### config.mk
export PLATFORM = sky130hd
export DESIGN_NAME = lsu_multi_flat
export DESIGN_NICKNAME = d
export VERILOG_FILES = /design/src/rtl/lsu_multi_if.sv /design/src/rtl/lsu_multi.sv /design/src/flat_wrapper.sv
export SDC_FILE = /design/constraint.sdc
export NUM_CORES = 1
export LEC_CHECK = 0
export ABC_AREA = 1
export ABC_CLOCK_PERIOD_IN_PS = 2450
export BUFFER_PORTS_ARGS = -buffer_cell sky130_fd_sc_hd__buf_2
export CAP_MARGIN = 15
export CORE_ASPECT_RATIO = 0.9
export CORE_MARGIN = 5
export CORE_UTILIZATION = 39
export DETAILED_ROUTE_END_ITERATION = 10
export PLACE_DENSITY = 0.81
export SETUP_SLACK_MARGIN = 0.05
export SYNTH_ARGS = -nofsm -noshare
export SYNTH_HDL_FRONTEND = slang
export SYNTH_SLANG_ARGS = --single-unit
### constraint.sdc
create_clock -name CLK -period 2.45 [get_ports CLK]
set_clock_uncertainty 0.1 [all_clocks]
set_input_delay 0.3675 -clock CLK [delete_from_list [all_inputs] [get_ports CLK]]
set_output_delay 0.3675 -clock CLK [all_outputs]
set_load 0.05 [all_outputs]
### src/rtl/lsu_multi_if.sv
// lsu_multi_if: request/grant/rvalid data-memory bus between the LSU and memory
interface lsu_multi_if #(
  parameter int ADDR_W = 32,
  parameter int DATA_W = 32
);
  logic                mem_req;
  logic                mem_gnt;
  logic [ADDR_W-1:0]   mem_addr;
  logic                mem_we;
  logic [DATA_W/8-1:0] mem_be;
  logic [DATA_W-1:0]   mem_wdata;
  logic                mem_rvalid;
  logic [DATA_W-1:0]   mem_rdata;
  modport master (
    output mem_req, mem_addr, mem_we, mem_be, mem_wdata,
    input  mem_gnt, mem_rvalid, mem_rdata
  );
  modport slave (
    input  mem_req, mem_addr, mem_we, mem_be, mem_wdata,
    output mem_gnt, mem_rvalid, mem_rdata
  );
endinterface

### src/rtl/lsu_multi.sv
// lsu_multi: load/store unit with posted stores, blocking loads and sub-word lane handling
module lsu_multi #(
  parameter int ADDR_W    = 32,
  parameter int DATA_W    = 32,
  parameter int MAX_OUTST = 2
) (
  input  logic              CLK,
  input  logic              RSTn,
  input  logic              HZ_data_req,
  input  logic              mem_en,
  input  logic              wr,
  input  logic [1:0]        size,
  input  logic              unsigned_ld,
  input  logic [ADDR_W-1:0] addr_in,
  input  logic [DATA_W-1:0] data_in,
  output logic              busy_out,
  output logic [DATA_W-1:0] data_out,
  output logic              misalign_out,
  lsu_multi_if.master       bus
);
  localparam int BW = DATA_W / 8;
  localparam int OW = $clog2(BW);
  localparam int PW = MAX_OUTST > 1 ? $clog2(MAX_OUTST) : 1;
  localparam int CW = $clog2(MAX_OUTST + 1);
  typedef struct packed {
    logic          ld;
    logic [1:0]    sz;
    logic          uns;
    logic [OW-1:0] off;
  } meta_t;
  typedef enum logic [1:0] {IDLE, REQ, WAIT_LD} state_t;
  state_t            r_state, w_next;
  logic [CW-1:0]     r_cnt;
  meta_t             r_fifo [MAX_OUTST];
  logic [PW-1:0]     r_wp, r_rp;
  logic [DATA_W-1:0] r_data;
  logic [OW-1:0]     w_off;
  logic              w_mis, w_issue, w_legal, w_full, w_req, w_hs, w_rv, w_ld_rv;
  meta_t             w_head;
  logic [DATA_W-1:0] w_sh, w_up, w_ext;
  logic [6:0]        w_nb, w_sa;
  logic [BW-1:0]     w_be;
  assign w_off   = addr_in[OW-1:0];
  assign w_mis   = (size == 2'd1 & addr_in[0]) | (size == 2'd2 & |addr_in[1:0]) |
                   (size == 2'd3 & (|addr_in[2:0] | DATA_W == 32));
  assign w_issue = mem_en & HZ_data_req & (r_state == IDLE);
  assign w_legal = w_issue & ~w_mis;
  assign w_full  = r_cnt == CW'(MAX_OUTST);
  assign w_req   = (w_legal | r_state == REQ) & ~w_full;
  assign w_hs    = w_req & bus.mem_gnt;
  assign w_rv    = bus.mem_rvalid & (r_cnt != '0);
  assign w_head  = r_fifo[r_rp];
  assign w_ld_rv = w_rv & w_head.ld;
  // Sign/zero extension: push the field to the MSB, then shift back arithmetically or logically.
  assign w_sh  = bus.mem_rdata >> {w_head.off, 3'b000};
  assign w_nb  = 7'd8 << w_head.sz;
  assign w_sa  = (w_nb >= 7'(DATA_W)) ? 7'd0 : 7'(DATA_W) - w_nb;
  assign w_up  = w_sh << w_sa;
  assign w_ext = w_head.uns ? w_up >> w_sa : $unsigned($signed(w_up) >>> w_sa);
  assign w_be  = (size == 2'd0 ? BW'(1) : size == 2'd1 ? BW'(3) : size == 2'd2 ? BW'(15) : {BW{1'b1}}) << w_off;
  assign bus.mem_req   = w_req;
  assign bus.mem_addr  = {addr_in[ADDR_W-1:OW], {OW{1'b0}}};
  assign bus.mem_we    = wr;
  assign bus.mem_be    = w_be;
  assign bus.mem_wdata = size == 2'd0 ? {BW{data_in[7:0]}} :
                         size == 2'd1 ? {(DATA_W/16){data_in[15:0]}} :
                         size == 2'd2 ? {(DATA_W/32){data_in[31:0]}} : data_in;
  assign data_out      = r_data;
  assign misalign_out  = w_issue & w_mis;
  always_comb begin
    w_next   = r_state;
    busy_out = 1'b0;
    case (r_state)
      IDLE: if (w_legal) begin
        busy_out = ~(w_hs & wr);
        w_next   = w_hs ? (wr ? IDLE : WAIT_LD) : REQ;
      end
      REQ: begin
        busy_out = ~(w_hs & wr);
        w_next   = w_hs ? (wr ? IDLE : WAIT_LD) : REQ;
      end
      WAIT_LD: begin
        busy_out = ~w_ld_rv;
        w_next   = w_ld_rv ? IDLE : WAIT_LD;
      end
      default: w_next = IDLE;
    endcase
  end
  always_ff @(posedge CLK) begin
    if (!RSTn) begin
      r_state <= IDLE;
      r_cnt   <= '0;
      r_wp    <= '0;
      r_rp    <= '0;
      r_data  <= '0;
    end else begin
      r_state <= w_next;
      r_cnt   <= r_cnt + CW'(w_hs) - CW'(w_rv);
      if (w_hs) begin
        r_fifo[r_wp] <= {~wr, size, unsigned_ld, w_off};
        r_wp         <= (r_wp == PW'(MAX_OUTST - 1)) ? '0 : r_wp + 1'b1;
      end
      if (w_rv) r_rp <= (r_rp == PW'(MAX_OUTST - 1)) ? '0 : r_rp + 1'b1;
      if (w_ld_rv) r_data <= w_ext;
    end
  end
endmodule

### src/flat_wrapper.sv
// flat-port wrapper written by rule: the top's interface ports become plain ports
module lsu_multi_flat 
#(
  parameter int ADDR_W    = 32,
  parameter int DATA_W    = 32,
  parameter int MAX_OUTST = 2
)
  (CLK, RSTn, HZ_data_req, mem_en, wr, size, unsigned_ld, addr_in, data_in, busy_out, data_out, misalign_out, bus_mem_req, bus_mem_addr, bus_mem_we, bus_mem_be, bus_mem_wdata, bus_mem_gnt, bus_mem_rvalid, bus_mem_rdata);
  lsu_multi_if #(.ADDR_W(ADDR_W), .DATA_W(DATA_W)) bus_i ();
  input  logic CLK;
  input  logic RSTn;
  input  logic HZ_data_req;
  input  logic mem_en;
  input  logic wr;
  input  logic [1:0] size;
  input  logic unsigned_ld;
  input  logic [ADDR_W-1:0] addr_in;
  input  logic [DATA_W-1:0] data_in;
  output logic busy_out;
  output logic [DATA_W-1:0] data_out;
  output logic misalign_out;
  output wire logic [$bits(bus_i.mem_req)-1:0] bus_mem_req;
  output wire logic [$bits(bus_i.mem_addr)-1:0] bus_mem_addr;
  output wire logic [$bits(bus_i.mem_we)-1:0] bus_mem_we;
  output wire logic [$bits(bus_i.mem_be)-1:0] bus_mem_be;
  output wire logic [$bits(bus_i.mem_wdata)-1:0] bus_mem_wdata;
  input wire logic [$bits(bus_i.mem_gnt)-1:0] bus_mem_gnt;
  input wire logic [$bits(bus_i.mem_rvalid)-1:0] bus_mem_rvalid;
  input wire logic [$bits(bus_i.mem_rdata)-1:0] bus_mem_rdata;
  assign bus_mem_req = bus_i.mem_req;
  assign bus_mem_addr = bus_i.mem_addr;
  assign bus_mem_we = bus_i.mem_we;
  assign bus_mem_be = bus_i.mem_be;
  assign bus_mem_wdata = bus_i.mem_wdata;
  assign bus_i.mem_gnt = bus_mem_gnt;
  assign bus_i.mem_rvalid = bus_mem_rvalid;
  assign bus_i.mem_rdata = bus_mem_rdata;
  lsu_multi #(.ADDR_W(ADDR_W), .DATA_W(DATA_W), .MAX_OUTST(MAX_OUTST)) u_core (.CLK(CLK), .RSTn(RSTn), .HZ_data_req(HZ_data_req), .mem_en(mem_en), .wr(wr), .size(size), .unsigned_ld(unsigned_ld), .addr_in(addr_in), .data_in(data_in), .busy_out(busy_out), .data_out(data_out), .misalign_out(misalign_out), .bus(bus_i));
endmodule
==> impl_metrics.json, run 1 <==
{
  "outcome": "complete, no violations",
  "p_per_area_nw_per_um2": 806,
  "synth_common_cells": "139 x nand2_1, 60 x inv_1, 49 x nand3_1, 49 x o21ai_0, 42 x buf_4",
  "rsz0062_at_grt": "yes",
  "p_seq_share_pct": 32.1,
  "core_um2": 8650,
  "critPathArrivalTime_ns": 2.36,
  "antenna_found_initial": 0,
  "clk_latency_ns": 0.29,
  "crit_path_end_kind": "register",
  "drt_iter0_drc": 199,
  "setup_violations": 0,
  "syn_avg_cell_area_um2": 6.68,
  "grt_usage_pct": 18.0,
  "cts_tree": "done",
  "dieArea_um2": 11000,
  "dr.pass1.iters": 5,
  "synth-seq-cells": 51,
  "p_sw_share_pct": 49.0,
  "hold_viol": 0,
  "postSynthCellCount": 524,
  "gp_congestion": 0.910,
  "rrSetupSlack_ns": 0.21,
  "grt_max_degree": 27,
  "maxSlewHeadroom_pct": 62.5,
  "numCtsBuffers": 5,
  "ys.flop_type": "dfxtp_1",
  "seq_area_frac_synth_pct": 32.6,
  "grt_first_pass_wirelength_um": 16200,
  "clockRootBuffer": "clkbuf_8",
  "syn_area_um2": 3500,
  "finish.utilization_pct": 48.1,
  "finalSetupTns_ns": 0,
  "yosys.area.top_type": "dfxtp_1",
  "hp-class": "input pin to register",
  "synth_top_area_share_pct": 22.3,
  "area_growth_pct": 18.8,
  "max_clock_freq_mhz": 447,
  "ys_warn_count": 0,
  "ctsHoldBuffers": 0,
  "p_leak_nw": 2.29,
  "clock_path_buffers": 2,
  "synth.most_common_cell": "nand2_1",
  "min_period_ns": 2.24,
  "drc": 0,
  "wl_per_cell_um": 13.6,
  "start_kind": "register",
  "worstPathRequired_ns": 2.57,
  "hpwl_um": 8260,
  "vias": 3734,
  "numPortBuffers": 147,
  "ys_top_cells_by_area": "dfxtp_1 22%, nand2_1 15%, edfxtp_1 10%, buf_4 9.0%, nand3_1 7.0%",
  "clock_sinks": 51,
  "die_h_um": 99.9,
  "grt_overflow": 0,
  "ant_nets": 0,
  "path_clk_slew_ns": 0.09,
  "diodes": 0,
  "p_comb_share_pct": 53.4,
  "placementRows": 32,
  "postCtsSetupBuffers": 0,
  "internal_power_mw": 1.71,
  "avgViaCountPerCell": 5.00,
  "final_nets": 735,
  "drive_above_1_share_pct": 31.1,
  "start_util_pct": 40.5,
  "irDropWorstVdd_mv": 0.325,
  "grt_pass1_vias": 3536,
  "synth-edff-count": 12,
  "slew_violations": 0,
  "n_fill_cell": 915,
  "switching_power_mw": 1.64,
  "tightest_slew_ns": 0.561,
  "synth.distinct_cells": 32,
  "period_share_pct": 91.3,
  "async_reset_ff_share_pct": 0,
  "die_w_um": 110,
  "wl_um": 10100,
  "cap_violations": 0,
  "crit_fanout": 10,
  "path_class": "register to register",
  "clkPwrFrac_pct": 14.5,
  "pin_count": 210,
  "htree_levels": 2
}
## worst paths after layout
kind,depth (start not counted),end,startpoint
min reg2reg,1,u_core.r_rp,u_core.r_rp
min,1,u_core.r_fifo[0][2],unsigned_ld
max,11,u_core.data_out[14],register
max reg2reg,11,u_core.data_out[14],register
## cell families after synthesis
family,Yosys count,share of synthesized area [%]
xor+xnor,1,0.250
buf+inv,127,19.6
compound gates,107,17.6
other cells,1,0.107
flops,51,32.6
simple gates,235,29.1
fa+ha+maj,2,0.715
## power groups by stage
stage          Clock (mW)  Combinational (mW)  Sequential [mW]
6_report            0.485                1.79             1.08
5_1_grt             0.538                1.97             1.09
4_1_cts             0.496                1.78             1.07
3_5_place_dp            0                1.78             1.09
3_3_place_gp            0                1.75             1.08
2_1_floorplan           0                1.23             1.39
## registers in the layout, indices dropped and copies added, names as in the netlist, named ones only
register and cells:
u_core.r_fifo 12, u_core.data_out 32, u_core.r_rp 1, u_core.r_cnt 2, u_core.r_state 2, u_core.r_wp 1
## routing by layer
layer / vias to the layer above / global-route usage [%] / share of wire (%)
met3: 8 / 5.72 / 11
met4: 0 / 2.97 / 0.87
met2: 185 / 31.8 / 49
li1: 1858 / - / -
met1: 1683 / 21.6 / 39
met5: - / 0 / 0
## cell type report
cell class | count | area, µm² | area share (%)
clock inverters | 1 | 5.00 | 0.120
clock buffers | 7 | 86.3 | 2.08
repair buffers | 160 | 836 | 20.1
inverters | 62 | 238 | 5.72
multi-input cells | 347 | 1700 | 40.9
flip-flops and latches | 51 | 1140 | 27.5
well taps | 119 | 149 | 3.58
## stage by stage
stage,instance area (µm²),power (mW),worst slack (ns),instances,hold slack [ns]
after floorplan,3510,2.61,0.0138,525,0.326
after global placement,4050,2.83,0.233,739,0.337
after detailed placement,4050,2.87,0.126,739,0.351
after CTS,4140,3.35,0.0970,747,0.154
after global routing,4160,3.60,0.0384,747,0.144
final,4160,3.35,0.214,747,0.163
## cell usage in the layout (no fill, tap or decap), types with 2 or more instances in the layout
master | synthesis | routed
buf_2 | 7 | 146
nand2_1 | 139 | 138
inv_1 | 60 | 60
nand3_1 | 49 | 49
o21ai_0 | 49 | 48
dfxtp_1 | 39 | 38
nor2_1 | 28 | 28
a21oi_1 | 25 | 25
o211ai_1 | 15 | 15
buf_4 | 42 | 14
edfxtp_1 | 12 | 12
o21ai_1 | 8 | 7
nand2_2 | 6 | 7
clkbuf_8 | 0 | 6
nand2_4 | 5 | 5
o21ai_2 | 3 | 4
nor3_1 | 4 | 3
nand4_1 | 2 | 2
a21oi_2 | 2 | 2
ha_1 | 2 | 2
conb_1 | 1 | 2
## worst max-delay path: stages, from the launching register on
cell	delay [ns]
dfxtp_1	0.62
inv_6	0.10
o21ai_2	0.38
buf_4	0.23
nand2_1	0.07
nand2_2	0.11
nand3_1	0.16
nand2_1	0.10
inv_1	0.04
nand2_1	0.06
nand2_1	0.06
a21oi_1	0.12
## repair_timing
action,CTS,global route
setup endpoints to repair,0,4
endpoints found under the hold margin,0,0
resized for setup,0,8
No activity file was read; power rests on OpenSTA's default activity.
==> run 2, diff against run 1 <==
--- a/config.mk
+++ b/config.mk
@@ -13,6 +13,7 @@
 export CORE_MARGIN = 5
 export CORE_UTILIZATION = 39
 export DETAILED_ROUTE_END_ITERATION = 10
+export MAX_ROUTING_LAYER = met4
 export PLACE_DENSITY = 0.81
 export SETUP_SLACK_MARGIN = 0.05
 export SYNTH_ARGS = -nofsm -noshare
==> impl_metrics.json, run 2 (synthesis gave the netlist of run 1 again) <==
{
  "maxSlewHeadroom_pct": 64.3,
  "reg2reg_depth": 11,
  "grt_max_degree": 29,
  "ctsHoldBuffers": 0,
  "drc": 0,
  "final_nets": 735,
  "p_leak_nw": 2.30,
  "pin_count": 210,
  "period_share_pct": 92.8,
  "core_um2": 8650,
  "min_period_ns": 2.27,
  "finalSetupTns_ns": 0,
  "drt_iter0_drc": 289,
  "start_kind": "register",
  "hp-class": "input pin to register",
  "clock_sinks": 51,
  "start_util_pct": 40.5,
  "area_growth_pct": 19.7,
  "numPortBuffers": 147,
  "dr.pass1.iters": 6,
  "grt_pass1_vias": 3460,
  "hold_viol": 0,
  "irDropWorstVdd_mv": 0.496,
  "final_common_cell": "buf_2",
  "stdcell_count": 747,
  "die_h_um": 99.9,
  "dp_slack_ns": 0.221,
  "setup_violations": 0,
  "diodes": 0,
  "wl_per_cell_um": 13.7,
  "min_to": "u_core.r_fifo[0][2]",
  "vias": 3754,
  "outcome": "complete, no violations",
  "worstPathRequired_ns": 1.98,
  "clockRootBuffer": "clkbuf_8",
  "grt_usage_pct": 18.3,
  "critPathArrivalTime_ns": 1.81,
  "layout_common_cells": "146 x buf_2, 139 x nand2_1, 59 x inv_1",
  "hpwl_um": 8200,
  "p_per_area_nw_per_um2": 843,
  "avgViaCountPerCell": 5.03,
  "crit_path_end_kind": "output pin",
  "ant_nets": 0,
  "grt_first_pass_wirelength_um": 16000,
  "clock_path_buffers": 2,
  "postCtsSetupBuffers": 0,
  "clk_latency_ns": 0.29,
  "placementRows": 32,
  "gp_congestion": 0.947,
  "die_w_um": 110,
  "tightest_slew_ns": 0.534,
  "cap_violations": 0,
  "rsz0062_at_grt": "yes",
  "dieArea_um2": 11000,
  "drive_above_1_share_pct": 30.7,
  "grt_overflow": 0,
  "path_clk_slew_ns": 0.09,
  "path_class": "register to output pin",
  "cts_resized": 0,
  "cts_tree": "done",
  "setup_slack_ns": 0.175,
  "htree_levels": 2,
  "dp_cells": 739,
  "max_clock_freq_mhz": 440,
  "largest_reg_flops": 32,
  "crit_fanout": 4,
  "rr_endpoint": "u_core.data_out[14]",
  "n_fill_cell": 909,
  "antenna_found_initial": 0,
  "min_from": "unsigned_ld",
  "slew_violations": 0,
  "numCtsBuffers": 5,
  "wl_um": 10200,
  "rrSetupSlack_ns": 0.26,
  "holdPathStages": 1
}
==> run 2: layout make-up <==
cell class,instances,area (µm²),share of cell area [%]
clock buffers,6,73.8,1.76
clock inverters,2,60.1,1.43
inverters,62,238,5.67
multi-input cells,347,1690,40.4
flip-flops and latches,51,1140,27.2
well taps,119,149,3.55
repair buffers,160,836,19.9
==> run 2: worst max path at each step <==
stage	from	slack (ns)	to
final	u_core.r_state[0]	0.18	busy_out
after detailed placement	addr_in[0]	0.22	busy_out
after floorplan	size[1]	0.01	u_core.r_fifo[0][0]
after global routing	u_core.r_state[0]	0.03	busy_out
after CTS	u_core.r_state[1]	0.15	busy_out
after global placement	addr_in[0]	0.30	busy_out
==> run 2: metal layers <==
layer	track usage (%)	share of wire, %	vias to the layer above
met4	3.55	1.8	0
li1	-	-	1859
met2	30.3	47	210
met1	22.7	40	1667
met5	-	0	-
met3	4.69	11	18
==> run 2: worst max-delay path: stages, from the launching register on <==
cell and delay, ns:
dfxtp_1 0.32, inv_1 0.12, nand4_1 0.14, inv_1 0.08, nand2_1 0.07, o21ai_1 0.10, nand2_1 0.07, inv_1 0.07
nand2_1 0.11, o21ai_1 0.17, a21boi_2 0.06, clkbuf_4 0.21
==> run 2: power by group <==
part	total, mW	switching (mW)	internal, mW
Sequential	1.08	0.0869	0.989
Clock	0.670	0.258	0.412
Combinational	1.78	1.30	0.489
Total	3.53	1.64	1.89
==> run 2: per-stage QoR <==
step                      power (mW)  instance area [µm²]  hold slack (ns)  util, %
after floorplan                 2.61                 3510            0.326        -
after global placement          2.83                 4050            0.336     46.8
after detailed placement        2.86                 4050            0.357     46.8
after CTS                       3.54                 4180            0.157     48.3
after global routing            3.78                 4190            0.151     48.5
final                           3.53                 4190            0.164     48.5
==> run 3, diff against run 2 <==
==> constraint.sdc (replaced) <==
create_clock -name CLK -period 2.45 [get_ports CLK]
set_clock_uncertainty 0.1 [all_clocks]
set_input_delay 0.245 -clock CLK [delete_from_list [all_inputs] [get_ports CLK]]
set_output_delay 0.245 -clock CLK [all_outputs]
set_load 0.05 [all_outputs]
==> impl_metrics.json, run 3 (synthesis gave the netlist of run 1 again) <==
{
  "core_um2": 8650,
  "final_nets": 733,
  "dp_slack_ns": 0.219,
  "grt_overflow": 0,
  "drive_above_1_share_pct": 29.9,
  "wl_um": 10000,
  "setup_violations": 0,
  "dieArea_um2": 11000,
  "min_period_ns": 2.17,
  "ant_nets": 0,
  "die_w_um": 110,
  "finalSetupTns_ns": 0,
  "clock_path_buffers": 2,
  "path_clk_slew_ns": 0.09,
  "pin_count": 210,
  "min_to": "u_core.r_fifo[0][2]",
  "cpPeakStageDelay_ns": 0.36,
  "maxSlewHeadroom_pct": 60.6,
  "area_growth_pct": 17.4,
  "crit_buf_inv": 4,
  "clockRootBuffer": "clkbuf_8",
  "wl_per_cell_um": 13.5,
  "grt_max_degree": 37,
  "max_clock_freq_mhz": 461,
  "clk_latency_ns": 0.31,
  "drt_iter0_drc": 187,
  "drc": 0,
  "postCtsSetupBuffers": 0,
  "htree_levels": 2,
  "worstPathRequired_ns": 2.11,
  "p_leak_nw": 2.26,
  "diodes": 0,
  "rrSetupSlack_ns": 0.32,
  "start_kind": "register",
  "largest_reg_flops": 32,
  "critPathTopFamily": "buffers and inverters",
  "grt_first_pass_wirelength_um": 15900,
  "cap_violations": 0,
  "slowest_stage": "dfxtp_1",
  "hold_ws_ns": 0.0258,
  "die_h_um": 99.9,
  "hp-class": "input pin to register",
  "numCtsBuffers": 5,
  "critPathArrivalTime_ns": 1.83,
  "irDropWorstVdd_mv": 0.366,
  "rsz0062_at_grt": "no",
  "avgViaCountPerCell": 4.96,
  "vias": 3696,
  "slew_violations": 0,
  "period_share_pct": 88.6,
  "start_util_pct": 40.5,
  "clock_sinks": 51,
  "antenna_found_initial": 0,
  "ctsHoldBuffers": 0,
  "placementRows": 32,
  "setup_slack_ns": 0.279,
  "dr.pass1.iters": 5,
  "grt_pass1_vias": 3448,
  "outcome": "complete, no violations",
  "reg2reg_depth": 12,
  "layout_common_cells": "147 x buf_2, 139 x nand2_1, 60 x inv_1",
  "final_common_cell": "buf_2",
  "grt_usage_pct": 18.4,
  "gp_congestion": 0.882,
  "tightest_slew_ns": 0.589,
  "holdPathStages": 1,
  "min_from": "unsigned_ld",
  "hpwl_um": 8120,
  "rr_endpoint": "u_core.data_out[30]",
  "p_per_area_nw_per_um2": 807,
  "cts_resized": 0,
  "numPortBuffers": 147,
  "path_class": "register to output pin",
  "crit_path_end_kind": "output pin",
  "path_cells": "inv_1 -> nand4_1 -> inv_1 -> nand2_1 -> o21ai_1 -> nand2_1 -> inv_1 -> nand2_1 -> o21ai_0 -> a21boi_1 -> buf_2",
  "cts_tree": "done",
  "hold_viol": 0,
  "crit_fanout": 5
}
==> run 3: final cells by class <==
cell class | instances | area (µm²)
tap | 119 | 149
timing repair buffer | 158 | 818
inverter | 62 | 238
clock buffer | 6 | 72.6
sequential | 51 | 1140
fill | 928 | 4540
multi-input combinational | 347 | 1680
clock inverter | 2 | 12.5
==> run 3: worst max-delay path by stage <==
stage,cells after the start,start,end,slack (ns)
2_1_floorplan,11,size[1],busy_out,0.12
3_3_place_gp,12,addr_in[0],u_core.r_fifo[0][4],0.34
3_5_place_dp,12,addr_in[0],u_core.r_fifo[0][2],0.22
4_1_cts,11,u_core.r_state[1],busy_out,0.28
5_1_grt,11,u_core.r_state[1],busy_out,0.06
6_report,11,u_core.r_state[1],busy_out,0.28
==> run 3: where the power goes <==
| group | switching, mW | internal, mW |
|---|---|---|
| registers | 0.0829 | 0.989 |
| logic | 1.29 | 0.482 |
| clock network | 0.274 | 0.200 |
==> run 3: metrics by stage <==
| stage | power, mW | utilization, % | cell area, µm² | instances |
|---|---|---|---|---|
| after floorplan | 2.61 | - | 3500 | 525 |
| after global placement | 2.83 | 46.5 | 4020 | 737 |
| after detailed placement | 2.86 | 46.5 | 4020 | 737 |
| after CTS | 3.33 | 47.5 | 4110 | 745 |
| after global routing | 3.55 | 47.5 | 4110 | 745 |
| final | 3.32 | 47.5 | 4110 | 745 |
==> run 3: routing by layer <==
layer	global-route usage [%]	share of wire, %
met4	4.60	1.2
met3	4.76	10
met1	22.1	42
met2	30.6	47
met5	-	0
